### src/rtl/led_p2s_pkg.sv
// Shared types and constants for the LED serial back end (led_p2s_engine).
package led_p2s_pkg;

   typedef enum logic [2:0] {
      ST_IDLE     = 3'd0,
      ST_CLEAR    = 3'd1,
      ST_SHIFT_LO = 3'd2,
      ST_SHIFT_HI = 3'd3,
      ST_LATCH    = 3'd4
   } led_p2s_state_e;

   localparam int unsigned DIR_MSB_FIRST = 0;
   localparam int unsigned DIR_LSB_FIRST = 1;

endpackage

### src/rtl/led_p2s_tick.sv
// Phase divider: one-cycle tick every CLK_DIV clocks, restarted by a synchronous clear.
module led_p2s_tick #(
   parameter int unsigned CLK_DIV = 2
) (
   input  logic clk,
   input  logic rstn,
   input  logic clr,
   output logic tick
);

   localparam int unsigned CW = (CLK_DIV > 1) ? $clog2(CLK_DIV) : 1;
   localparam logic [CW-1:0] LAST = CW'(CLK_DIV - 1);

   logic [CW-1:0] cnt_q;
   logic [CW-1:0] cnt_d;

   always_comb begin
      tick  = (cnt_q == LAST);
      cnt_d = cnt_q + 1'b1;
      if (clr || tick) begin
         cnt_d = '0;
      end
   end

   always_ff @(posedge clk or negedge rstn) begin
      if (!rstn) begin
         cnt_q <= '0;
      end else begin
         cnt_q <= cnt_d;
      end
   end

endmodule

### src/rtl/led_p2s_engine.sv
// Parallel-to-serial driver for an external shift-register LED chain.
// Optional chain-clear phase before each frame: define LED_P2S_CLEAR_EN.
module led_p2s_engine
   import led_p2s_pkg::*;
#(
   parameter int unsigned DATA_BITS       = 16,
   parameter int unsigned DATA_COUNT_BITS = 4,
   parameter int unsigned DIR             = 0,
   parameter int unsigned CLK_DIV         = 2
) (
   input  logic                 clk,
   input  logic                 rstn,
   input  logic                 start,
   input  logic [DATA_BITS-1:0] pdata,
   output logic                 sclk,
   output logic                 sout,
   output logic                 sclrn,
   output logic                 sen,
   output logic                 busy,
   output logic                 done
);

   localparam logic [DATA_COUNT_BITS-1:0] LAST_BIT = DATA_COUNT_BITS'(DATA_BITS - 1);

   led_p2s_state_e             state_q, state_d;
   logic [DATA_BITS-1:0]       shreg_q, shreg_d;
   logic [DATA_COUNT_BITS-1:0] bitcnt_q, bitcnt_d;
   logic sclk_q, sclk_d, sout_q, sout_d, sen_q, sen_d;
   logic busy_q, busy_d, done_q, done_d;
   logic sclrn_q, sclrn_d;
   logic accept, div_clr, tick;

   led_p2s_tick #(.CLK_DIV(CLK_DIV)) u_tick (
      .clk  (clk),
      .rstn (rstn),
      .clr  (div_clr),
      .tick (tick)
   );

   always_comb begin
      state_d  = state_q;
      shreg_d  = shreg_q;
      bitcnt_d = bitcnt_q;
      done_d   = 1'b0;
      accept   = 1'b0;
      case (state_q)
         ST_IDLE: begin
            if (start) accept = 1'b1;
         end
`ifdef LED_P2S_CLEAR_EN
         ST_CLEAR: begin
            if (tick) state_d = ST_SHIFT_LO;
         end
`endif
         ST_SHIFT_LO: begin
            if (tick) state_d = ST_SHIFT_HI;
         end
         ST_SHIFT_HI: begin
            if (tick) begin
               if (bitcnt_q == LAST_BIT) begin
                  state_d = ST_LATCH;
               end else begin
                  shreg_d  = (DIR == DIR_LSB_FIRST) ? (shreg_q >> 1) : (shreg_q << 1);
                  bitcnt_d = bitcnt_q + 1'b1;
                  state_d  = ST_SHIFT_LO;
               end
            end
         end
         ST_LATCH: begin
            // A start seen on the final latch cycle chains the next frame with no idle gap.
            if (tick) begin
               done_d = 1'b1;
               if (start) accept = 1'b1;
               else       state_d = ST_IDLE;
            end
         end
         default: state_d = ST_IDLE;
      endcase

      div_clr = accept;
      if (accept) begin
         shreg_d  = pdata;
         bitcnt_d = '0;
`ifdef LED_P2S_CLEAR_EN
         state_d  = ST_CLEAR;
`else
         state_d  = ST_SHIFT_LO;
`endif
      end

      sclk_d  = (state_d == ST_SHIFT_HI);
      sen_d   = (state_d == ST_LATCH);
      sclrn_d = (state_d != ST_CLEAR);
      busy_d  = (state_d != ST_IDLE);
      if (state_d inside {ST_CLEAR, ST_SHIFT_LO, ST_SHIFT_HI}) begin
         sout_d = (DIR == DIR_MSB_FIRST) ? shreg_d[DATA_BITS-1] : shreg_d[0];
      end else begin
         sout_d = 1'b0;
      end
   end

   always_ff @(posedge clk or negedge rstn) begin
      if (!rstn) begin
         state_q  <= ST_IDLE;
         shreg_q  <= '0;
         bitcnt_q <= '0;
         sclk_q   <= 1'b0;
         sout_q   <= 1'b0;
         sclrn_q  <= 1'b1;
         sen_q    <= 1'b0;
         busy_q   <= 1'b0;
         done_q   <= 1'b0;
      end else begin
         state_q  <= state_d;
         shreg_q  <= shreg_d;
         bitcnt_q <= bitcnt_d;
         sclk_q   <= sclk_d;
         sout_q   <= sout_d;
         sclrn_q  <= sclrn_d;
         sen_q    <= sen_d;
         busy_q   <= busy_d;
         done_q   <= done_d;
      end
   end

   assign sclk = sclk_q;
   assign sout = sout_q;
   assign sen  = sen_q;
   assign busy = busy_q;
   assign done = done_q;
`ifdef LED_P2S_CLEAR_EN
   assign sclrn = sclrn_q;
`else
   assign sclrn = 1'b1;
`endif

endmodule

### config.mk
export PLATFORM = sky130hd
export DESIGN_NAME = led_p2s_engine
export DESIGN_NICKNAME = d
export VERILOG_FILES = /design/src/rtl/led_p2s_pkg.sv /design/src/rtl/led_p2s_tick.sv /design/src/rtl/led_p2s_engine.sv
export SDC_FILE = /design/constraint.sdc
export NUM_CORES = 1
export LEC_CHECK = 0
export ABC_AREA = 1
export ABC_CLOCK_PERIOD_IN_PS = 1800
export BUFFER_PORTS_ARGS = -buffer_cell sky130_fd_sc_hd__buf_2
export CORE_ASPECT_RATIO = 0.6
export CORE_MARGIN = 2
export CORE_UTILIZATION = 53
export DETAILED_ROUTE_END_ITERATION = 10
export GPL_TIMING_DRIVEN = 1
export PLACE_DENSITY = 0.87
export SKIP_LAST_GASP = 1
export SLEW_MARGIN = 40
export SYNTH_ARGS = -nofsm -noshare
export SYNTH_HDL_FRONTEND = slang
export SYNTH_SLANG_ARGS = --single-unit
### constraint.sdc
create_clock -name clk -period 1.8 [get_ports clk]
set_input_delay 0.09 -clock clk [delete_from_list [all_inputs] [get_ports clk]]
set_output_delay 0.09 -clock clk [all_outputs]
set_load 0.005 [all_outputs]
==> flow_summary.json, run 1 <==
{
  "finalSetupViolations": 0,
  "numClockSinks": 29,
  "place.gp.congestion": 0.834,
  "die_h_um": 41.8,
  "synth.distinct_cells": 19,
  "clk_latency_ps": 280,
  "clockBufferDepth": 2,
  "fin_skew_ps": 5.66,
  "rsz0062_at_grt": "false",
  "rows": 13,
  "start_kind": "register",
  "relSlewSlack_pct": 59.4,
  "hold_violations": 0,
  "period_share_pct": 84.4,
  "end_kind": "register",
  "final_common_cell": "nand2_1",
  "synth_top_area_share_pct": 57.5,
  "clock.fmax_ghz": 0.659,
  "status": "finished, final reports clean",
  "ant_nets": 0,
  "yosys_warnings": 0,
  "drv_slew": 0,
  "hp-start": "pdata[0]",
  "core_um2": 2210,
  "p_leak_nw": 0.774,
  "setup_tns_ps": 0,
  "grt_pass1_vias": 978,
  "post-place-ws_ps": 352,
  "crit_slowest_cell": "dfrtp_1",
  "critPathTopFamily": "simple AND/OR/NAND/NOR gates",
  "avgSynthCellArea_um2": 8.53,
  "first_pass_iters": 6,
  "crit_type": "reg -> reg",
  "max-cap-violations": 0,
  "clk_pin_slew_worst_paths_ps": 60,
  "cts_setup_buffers": 0,
  "crit_fanout": 16,
  "area_delta_synth_final_pct": 16.6,
  "cp-startpoint": "state_q[1]",
  "drtIter0Drc": 104,
  "pwr_density_cell_nw_per_um2": 1620,
  "grt_overflow_total": 0,
  "die_area_um2": 2800,
  "synthCells": 148,
  "boundaryPins": 25,
  "hpwl_mm": 1.80,
  "cp_data_required_time_ps": 1960,
  "cp.arrival_ps": 1680,
  "port_buffers": 23,
  "layout_min_cycle_time_ps": 1520,
  "yosysSeqAreaShare_pct": 57.5,
  "start_util_pct": 57.1,
  "wl_per_cell_um": 12.7,
  "vdd_drop_max_mv": 0.632,
  "r2r_start": "state_q[1]",
  "diodes": 0,
  "reg2reg_slack_ps": 280,
  "hold_class": "in -> reg",
  "worst_pin_slew_ps": 610,
  "drive_gt1_share_pct": 19.9,
  "die_w_um": 67.0,
  "vias": 1082,
  "ys_top_cells_by_area": "dfrtp_1 57%, nand2_1 17%, nand3_1 7.5%",
  "cts_buffers": 5,
  "drc_errors": 0,
  "wirelength_mm": 2.63,
  "cts_max_level": 2,
  "grt_max_degree": 30,
  "cp_cell_sequence": "nor2_1 -> nand3_2 -> nand2_2 -> inv_2 -> nand2_1 -> nand3_1",
  "ys_ff_latch": 29,
  "grt_pass1_wl_mm": 4.23,
  "post_cts_resized": 0,
  "synth_area_um2": 1260,
  "final_cell_mix": "58 x nand2_1, 29 x dfrtp_1, 23 x buf_2, 19 x nand3_1, 9 x inv_1",
  "final_nets": 195,
  "synthesis.nets": 168,
  "grt_usage_pct": 20.9,
  "final.setup.worst_slack_ps": 282,
  "cts-root-buf": "clkbuf_8",
  "cts_tree": "yes",
  "antenna_found_initial": 0,
  "slowest_delay_ps": 410,
  "synth_top_area_cell": "dfrtp_1",
  "vias_per_cell": 5.25,
  "critPathBufInv": 1
}
-- repair_timing --
item	CTS	global route
endpoints found under the setup margin	0	0
endpoints found under the hold margin	29	0
hold buffers	1	0
-- worst reg2reg max path, cell delays in order (launching register included) --
cell and delay (ps):
dfrtp_1 410, nor2_1 260, nand3_2 270, nand2_2 150, inv_2 130, nand2_1 110
nand3_1 70
-- kinds of logic after synthesis --
| logic type | after synthesis | synth area share [%] |
|---|---|---|
| and+or+nand+nor | 92 | 31.2 |
| DFF | 29 | 57.5 |
| buffers and inverters | 16 | 6.24 |
| AOI/OAI and AO/OA | 9 | 3.77 |
| adders and majority gates | 1 | 0.991 |
| other | 1 | 0.297 |
-- synthesized netlist by cell type, drive strengths merged --
library cell and number:
nor3 3, buf 4, dfrtp 29, nand4 2, o211ai 1, ha 1, nor2 6, nand2 60
nor4 1, nand3 20, inv 12, a21oi 5, conb 1, o21ai 3
-- routing by layer --
metal / up-vias / GRT usage [%] / share of wire (%)
met4: 0 / 10.6 / 3.5
met3: 16 / 6.78 / 9.2
met2: 58 / 30.7 / 44
met5: - / 0 / 0
met1: 482 / 27.6 / 43
li1: 526 / - / -
-- state kept, by name, indices dropped and copies added (netlist names) --
signal	flops
bitcnt_q	4
shreg_q	16
done	1
state_q	3
sclk	1
sen	1
sout	1
busy	1
u_tick.tick	1
-- metrics by stage --
step / power (mW) / utilization, % / cell area [µm²] / hold WS (ps) / std cells
floorplan: 1.69 / - / 1260 / -206 / 148
global placement: 1.81 / 62.4 / 1380 / 142 / 197
detailed placement: 1.88 / 62.4 / 1380 / 136 / 197
CTS: 2.38 / 66.5 / 1470 / 16.8 / 206
global route: 2.57 / 66.5 / 1470 / 33.6 / 206
finish: 2.39 / 66.5 / 1470 / 17.7 / 206
-- cell type report --
class	count	area [µm²]
clock buffers	8	80.1
fillers	194	741
inverters	12	45.0
multi-input cells	103	458
flip-flops and latches	29	726
well taps	30	37.5
repair buffers	24	125
-- power by group --
part / switching [mW] / internal, mW / leakage (nW) / total [mW]
clock: 0.217 / 0.273 / 0.0395 / 0.491
sequential: 0.165 / 0.914 / 0.368 / 1.08
combinational: 0.546 / 0.270 / 0.367 / 0.816
total: 0.928 / 1.46 / 0.774 / 2.39
-- worst paths after layout --
| path | end | cells past startpoint |
|---|---|---|
| worst max register to register | shreg_q[11] | 6 |
| worst min-delay path | shreg_q[0] | 3 |
| worst min register to register | shreg_q[4] | 2 |
| worst max-delay path | shreg_q[11] | 6 |
| max in group asynchronous | shreg_q[2] | 2 |
| min in group asynchronous | bitcnt_q[2] | 2 |
No activity file was read; power rests on OpenSTA's default activity.
==> run 2, diff against run 1 <==
--- a/config.mk
+++ b/config.mk
@@ -6,7 +6,7 @@
 export NUM_CORES = 1
 export LEC_CHECK = 0
 export ABC_AREA = 1
-export ABC_CLOCK_PERIOD_IN_PS = 1800
+export ABC_CLOCK_PERIOD_IN_PS = 1440
 export BUFFER_PORTS_ARGS = -buffer_cell sky130_fd_sc_hd__buf_2
 export CORE_ASPECT_RATIO = 0.6
 export CORE_MARGIN = 2
==> constraint.sdc (replaced) <==
create_clock -name clk -period 1.44 [get_ports clk]
set_input_delay 0.072 -clock clk [delete_from_list [all_inputs] [get_ports clk]]
set_output_delay 0.072 -clock clk [all_outputs]
set_load 0.005 [all_outputs]
==> flow_summary.json, run 2 (synthesis results as in run 1) <==
{
  "core_um2": 2210,
  "worst_pin_slew_ps": 605,
  "cp.arrival_ps": 1570,
  "vdd_drop_max_mv": 1.06,
  "setup_tns_ps": 0,
  "start_kind": "register",
  "fin_skew_ps": 7.00,
  "reg_top3": "shreg_q (16), bitcnt_q (4), state_q (3)",
  "clk_latency_ps": 280,
  "p_leak_nw": 0.793,
  "rows": 13,
  "finalSetupViolations": 0,
  "cts_buffers": 5,
  "die_h_um": 41.8,
  "clock.fmax_ghz": 0.733,
  "grt_pass1_vias": 1025,
  "vias": 1118,
  "relSlewSlack_pct": 59.7,
  "grt_pass1_wl_mm": 4.54,
  "clockBufferDepth": 2,
  "diodes": 0,
  "dp_cells": 197,
  "status": "finished, final reports clean",
  "drc_errors": 0,
  "pwr_density_cell_nw_per_um2": 2150,
  "crit_slowest_cell": "dfrtp_1",
  "end_kind": "register",
  "wirelength_mm": 2.76,
  "period_share_pct": 94.7,
  "final.setup.worst_slack_ps": 76.5,
  "register_area_um2": 726,
  "boundaryPins": 25,
  "cts_max_level": 2,
  "place.gp.congestion": 0.834,
  "crit_type": "reg -> reg",
  "regMostFlops": "shreg_q",
  "crit_fanout": 16,
  "drive_gt1_share_pct": 22.7,
  "die_area_um2": 2800,
  "antenna_found_initial": 0,
  "final_common_cell": "nand2_1",
  "largest_register_ffs": 16,
  "ant_nets": 0,
  "die_w_um": 67.0,
  "cp_data_required_time_ps": 1650,
  "start_util_pct": 57.1,
  "hold_class": "in -> reg",
  "hpwl_mm": 1.80,
  "post-place-ws_ps": -19.9,
  "final.fill_count": 174,
  "reg2reg_slack_ps": 80,
  "final_cell_mix": "58 x nand2_1, 29 x dfrtp_1, 23 x buf_2, 18 x nand3_1, 9 x inv_1",
  "grt_overflow_total": 0,
  "grt_usage_pct": 22.3,
  "grt_max_degree": 30,
  "cp_cell_sequence": "ha_2 -> nand3_2 -> nand2_4 -> nand2_2 -> inv_6 -> nand2_1 -> nand3_1",
  "clk_pin_slew_worst_paths_ps": 60,
  "first_pass_iters": 4,
  "final_nets": 195,
  "wl_per_cell_um": 13.4,
  "drtIter0Drc": 112,
  "max-cap-violations": 0,
  "numClockSinks": 29,
  "layout_min_cycle_time_ps": 1360,
  "vias_per_cell": 5.43,
  "port_buffers": 23,
  "slowest_delay_ps": 400,
  "stdcell_count": 206,
  "cts-root-buf": "clkbuf_8",
  "cts_setup_buffers": 0,
  "hold_violations": 0,
  "multi_input_area_um2": 480,
  "drv_slew": 0,
  "area_delta_synth_final_pct": 22.0,
  "cts_tree": "yes"
}
run 2: power by group:
group          internal, mW  switching, mW
combinational         0.378          0.720
sequential             1.14          0.217
clock                 0.563          0.292
total                  2.08           1.23
run 2: stage by stage:
stage	util [%]	hold slack, ps	instance area (µm²)	power (mW)
floorplan	-	-224	1260	2.11
global placement	62.4	121	1380	2.27
detailed placement	62.4	123	1380	2.34
CTS	68.8	4.43	1520	3.24
global route	69.6	20.0	1540	3.55
finish	69.6	5.91	1540	3.31
run 2: layout make-up:
cell class                 instances  share of cell area, %
clock inverter                     1                   1.95
sequential                        29                   47.1
multi-input combinational        103                   31.2
inverter                          12                   3.57
timing repair buffer              24                   8.12
clock buffer                       7                   5.61
tap                               30                   2.44
run 2: layer usage:
metal / up-vias / wire, µm / track usage (%)
met3: 14 / 261 / 7.32
met2: 68 / 1290 / 32.7
met1: 509 / 1130 / 30.0
met5: - / 0 / 0
met4: 0 / 82 / 10.2
li1: 527 / - / -
run 2: timing repair:
| action | CTS | global route |
|---|---|---|
| pin swaps | 0 | 1 |
| hold buffers | 1 | 0 |
| resized for setup | 4 | 6 |
| endpoints found under the setup margin | 6 | 20 |
| endpoints found under the hold margin | 29 | 0 |
run 2: path summary, 6_finish.rpt:
path	startpoint	end	cells after the start
worst max-delay path	bitcnt_q[0]	shreg_q[14]	7
worst min-delay path	pdata[7]	shreg_q[7]	3
worst min register to register	shreg_q[4]	shreg_q[4]	2
worst max register to register	bitcnt_q[0]	shreg_q[14]	7
min in group asynchronous	rstn	shreg_q[15]	2
max in group asynchronous	rstn	shreg_q[6]	2
run 2: worst max-delay path, delay by kind of cell (launching register included):
kind | cells | cell delay (ps)
adders and majority gates | 1 | 230
buffers and inverters | 1 | 130
and+or+nand+nor | 5 | 540
DFF | 1 | 400
==> run 3, diff against run 2 <==
--- a/config.mk
+++ b/config.mk
@@ -6,14 +6,15 @@
 export NUM_CORES = 1
 export LEC_CHECK = 0
 export ABC_AREA = 1
-export ABC_CLOCK_PERIOD_IN_PS = 1440
+export ABC_CLOCK_PERIOD_IN_PS = 1200
 export BUFFER_PORTS_ARGS = -buffer_cell sky130_fd_sc_hd__buf_2
+export CAP_MARGIN = 0
 export CORE_ASPECT_RATIO = 0.6
 export CORE_MARGIN = 2
-export CORE_UTILIZATION = 53
+export CORE_UTILIZATION = 48
 export DETAILED_ROUTE_END_ITERATION = 10
 export GPL_TIMING_DRIVEN = 1
-export PLACE_DENSITY = 0.87
+export PLACE_DENSITY = 0.84
 export SKIP_LAST_GASP = 1
 export SLEW_MARGIN = 40
 export SYNTH_ARGS = -nofsm -noshare
==> constraint.sdc (replaced) <==
create_clock -name clk -period 1.2 [get_ports clk]
set_input_delay 0.06 -clock clk [delete_from_list [all_inputs] [get_ports clk]]
set_output_delay 0.06 -clock clk [all_outputs]
set_load 0.005 [all_outputs]
==> flow_summary.json, run 3 (synthesis results as in run 1) <==
{
  "ant_nets": 0,
  "register_area_um2": 727,
  "wirelength_mm": 3.39,
  "final_cell_mix": "55 x nand2_1, 28 x dfrtp_1, 23 x buf_2, 18 x nand3_1, 14 x buf_4",
  "placed_area_um2": 1490,
  "slowest_delay_ps": 420,
  "wl_per_cell_um": 14.5,
  "cp_data_required_time_ps": 1370,
  "fin_skew_ps": 9.97,
  "die_h_um": 43.7,
  "final.fill_count": 153,
  "grt_max_degree": 30,
  "first_pass_iters": 4,
  "period_share_pct": 109,
  "drc_errors": 0,
  "hold_violations": 0,
  "largest_register_ffs": 16,
  "p_leak_nw": 0.904,
  "dp_cells": 208,
  "boundaryPins": 25,
  "diodes": 0,
  "multi_input_area_um2": 553,
  "grt_usage_pct": 23.3,
  "grt_pass1_wl_mm": 5.24,
  "crit_fanout": 16,
  "whs_ps": 5.86,
  "place.gp.congestion": 0.917,
  "met3_length_um": 250,
  "stdcell_count": 233,
  "crit_slowest_cell": "dfrtp_1",
  "drtIter0Drc": 111,
  "clk_pin_slew_worst_paths_ps": 60,
  "vdd_drop_max_mv": 1.53,
  "final_common_cell": "nand2_1",
  "crit_type": "reg -> reg",
  "hpwl_mm": 1.85,
  "vias_per_cell": 5.14,
  "regMostFlops": "shreg_q",
  "area_delta_synth_final_pct": 43.1,
  "cp.arrival_ps": 1480,
  "highest_layer": "met4",
  "end_kind": "register",
  "relSlewSlack_pct": 59.1,
  "vias": 1197,
  "reg_top3": "shreg_q (16), bitcnt_q (4), state_q (3)",
  "antenna_found_initial": 0,
  "violations": "setup timing",
  "cts_buffers": 5,
  "worst_pin_slew_ps": 614,
  "cts-root-buf": "clkbuf_8",
  "grt_pass1_vias": 1127,
  "finalSetupViolations": 24,
  "fin_util_pct": 72.1,
  "grt_overflow_total": 0,
  "clockBufferDepth": 2,
  "start_kind": "register",
  "status": "finished with violations",
  "drive_gt1_share_pct": 33.8,
  "core_um2": 2500,
  "cts_tree": "yes",
  "final_area_um2": 1810,
  "die_area_um2": 3070,
  "rows": 14,
  "drv_slew": 0,
  "route.met2.wl_mm": 1.57,
  "reg2reg_slack_ps": -110,
  "max-cap-violations": 0,
  "final.setup.worst_slack_ps": -109,
  "port_buffers": 23,
  "clk_latency_ps": 290,
  "pwr_density_cell_nw_per_um2": 2450,
  "numClockSinks": 29,
  "hold_class": "in -> reg",
  "wl_met1_mm": 1.46,
  "rsz0062_at_grt": "true",
  "die_w_um": 70.2,
  "cts_max_level": 2,
  "finalPower_mw": 4.42,
  "layout_min_cycle_time_ps": 1310,
  "start_util_pct": 50.4,
  "cp_cell_sequence": "ha_4 -> nand3_4 -> nand2_8 -> nand2_4 -> inv_8 -> nand2_1 -> nand3_1",
  "final_nets": 220,
  "clock.fmax_ghz": 0.764
}
-- run 3: critical path: cells and delay by family (launching register included) --
kind                     cells  cell delay, ps
AND/OR/NAND/NOR              5             510
flip-flops                   1             420
adder cells (fa/ha/maj)      1             180
buffers and inverters        1              60
-- run 3: per-stage QoR --
stage,setup slack [ps],TNS (ps)
after floorplan,-27.9,-240
after global placement,-51.8,-509
after detailed placement,-118,-1620
after CTS,-30.9,-296
after global routing,-150,-2540
final,-109,-1280
-- run 3: area by class of cell --
cell class	count	share of cell area, %
tap	32	2.22
inverter	12	3.46
clock buffer	6	4.02
clock inverter	2	0.554
multi-input combinational	103	30.6
timing repair buffer	49	18.9
sequential	29	40.2
-- run 3: path summary, 6_finish.rpt --
path / start / end / cells after the start
setup / recovery: bitcnt_q[1] / shreg_q[5] / 7
hold reg to reg: shreg_q[12] / shreg_q[12] / 2
max in group asynchronous: rstn / state_q[0] / 2
hold / removal: pdata[13] / shreg_q[13] / 3
min in group asynchronous: rstn / shreg_q[11] / 2
setup reg to reg: bitcnt_q[1] / shreg_q[5] / 7
-- run 3: routing by layer --
layer / track usage, % / up-vias
met4: 8.46 / 0
li1: - / 574
met5: 0 / -
met2: 36.0 / 49
met3: 10.9 / 12
met1: 29.5 / 562
-- run 3: report_power, final --
group / total [mW] / switching (mW) / internal (mW)
clock network: 0.766 / 0.366 / 0.400
logic: 1.98 / 1.13 / 0.854
registers: 1.67 / 0.297 / 1.37
-- run 3: what timing repair did --
| action | CTS | global route |
|---|---|---|
| resized for setup | 10 | 16 |
| endpoints found under the hold margin | 38 | 1 |
| pin swaps | 3 | 4 |
| buffers inserted | 3 | 3 |
| setup endpoints to repair | 24 | 26 |
| hold buffers | 10 | 1 |
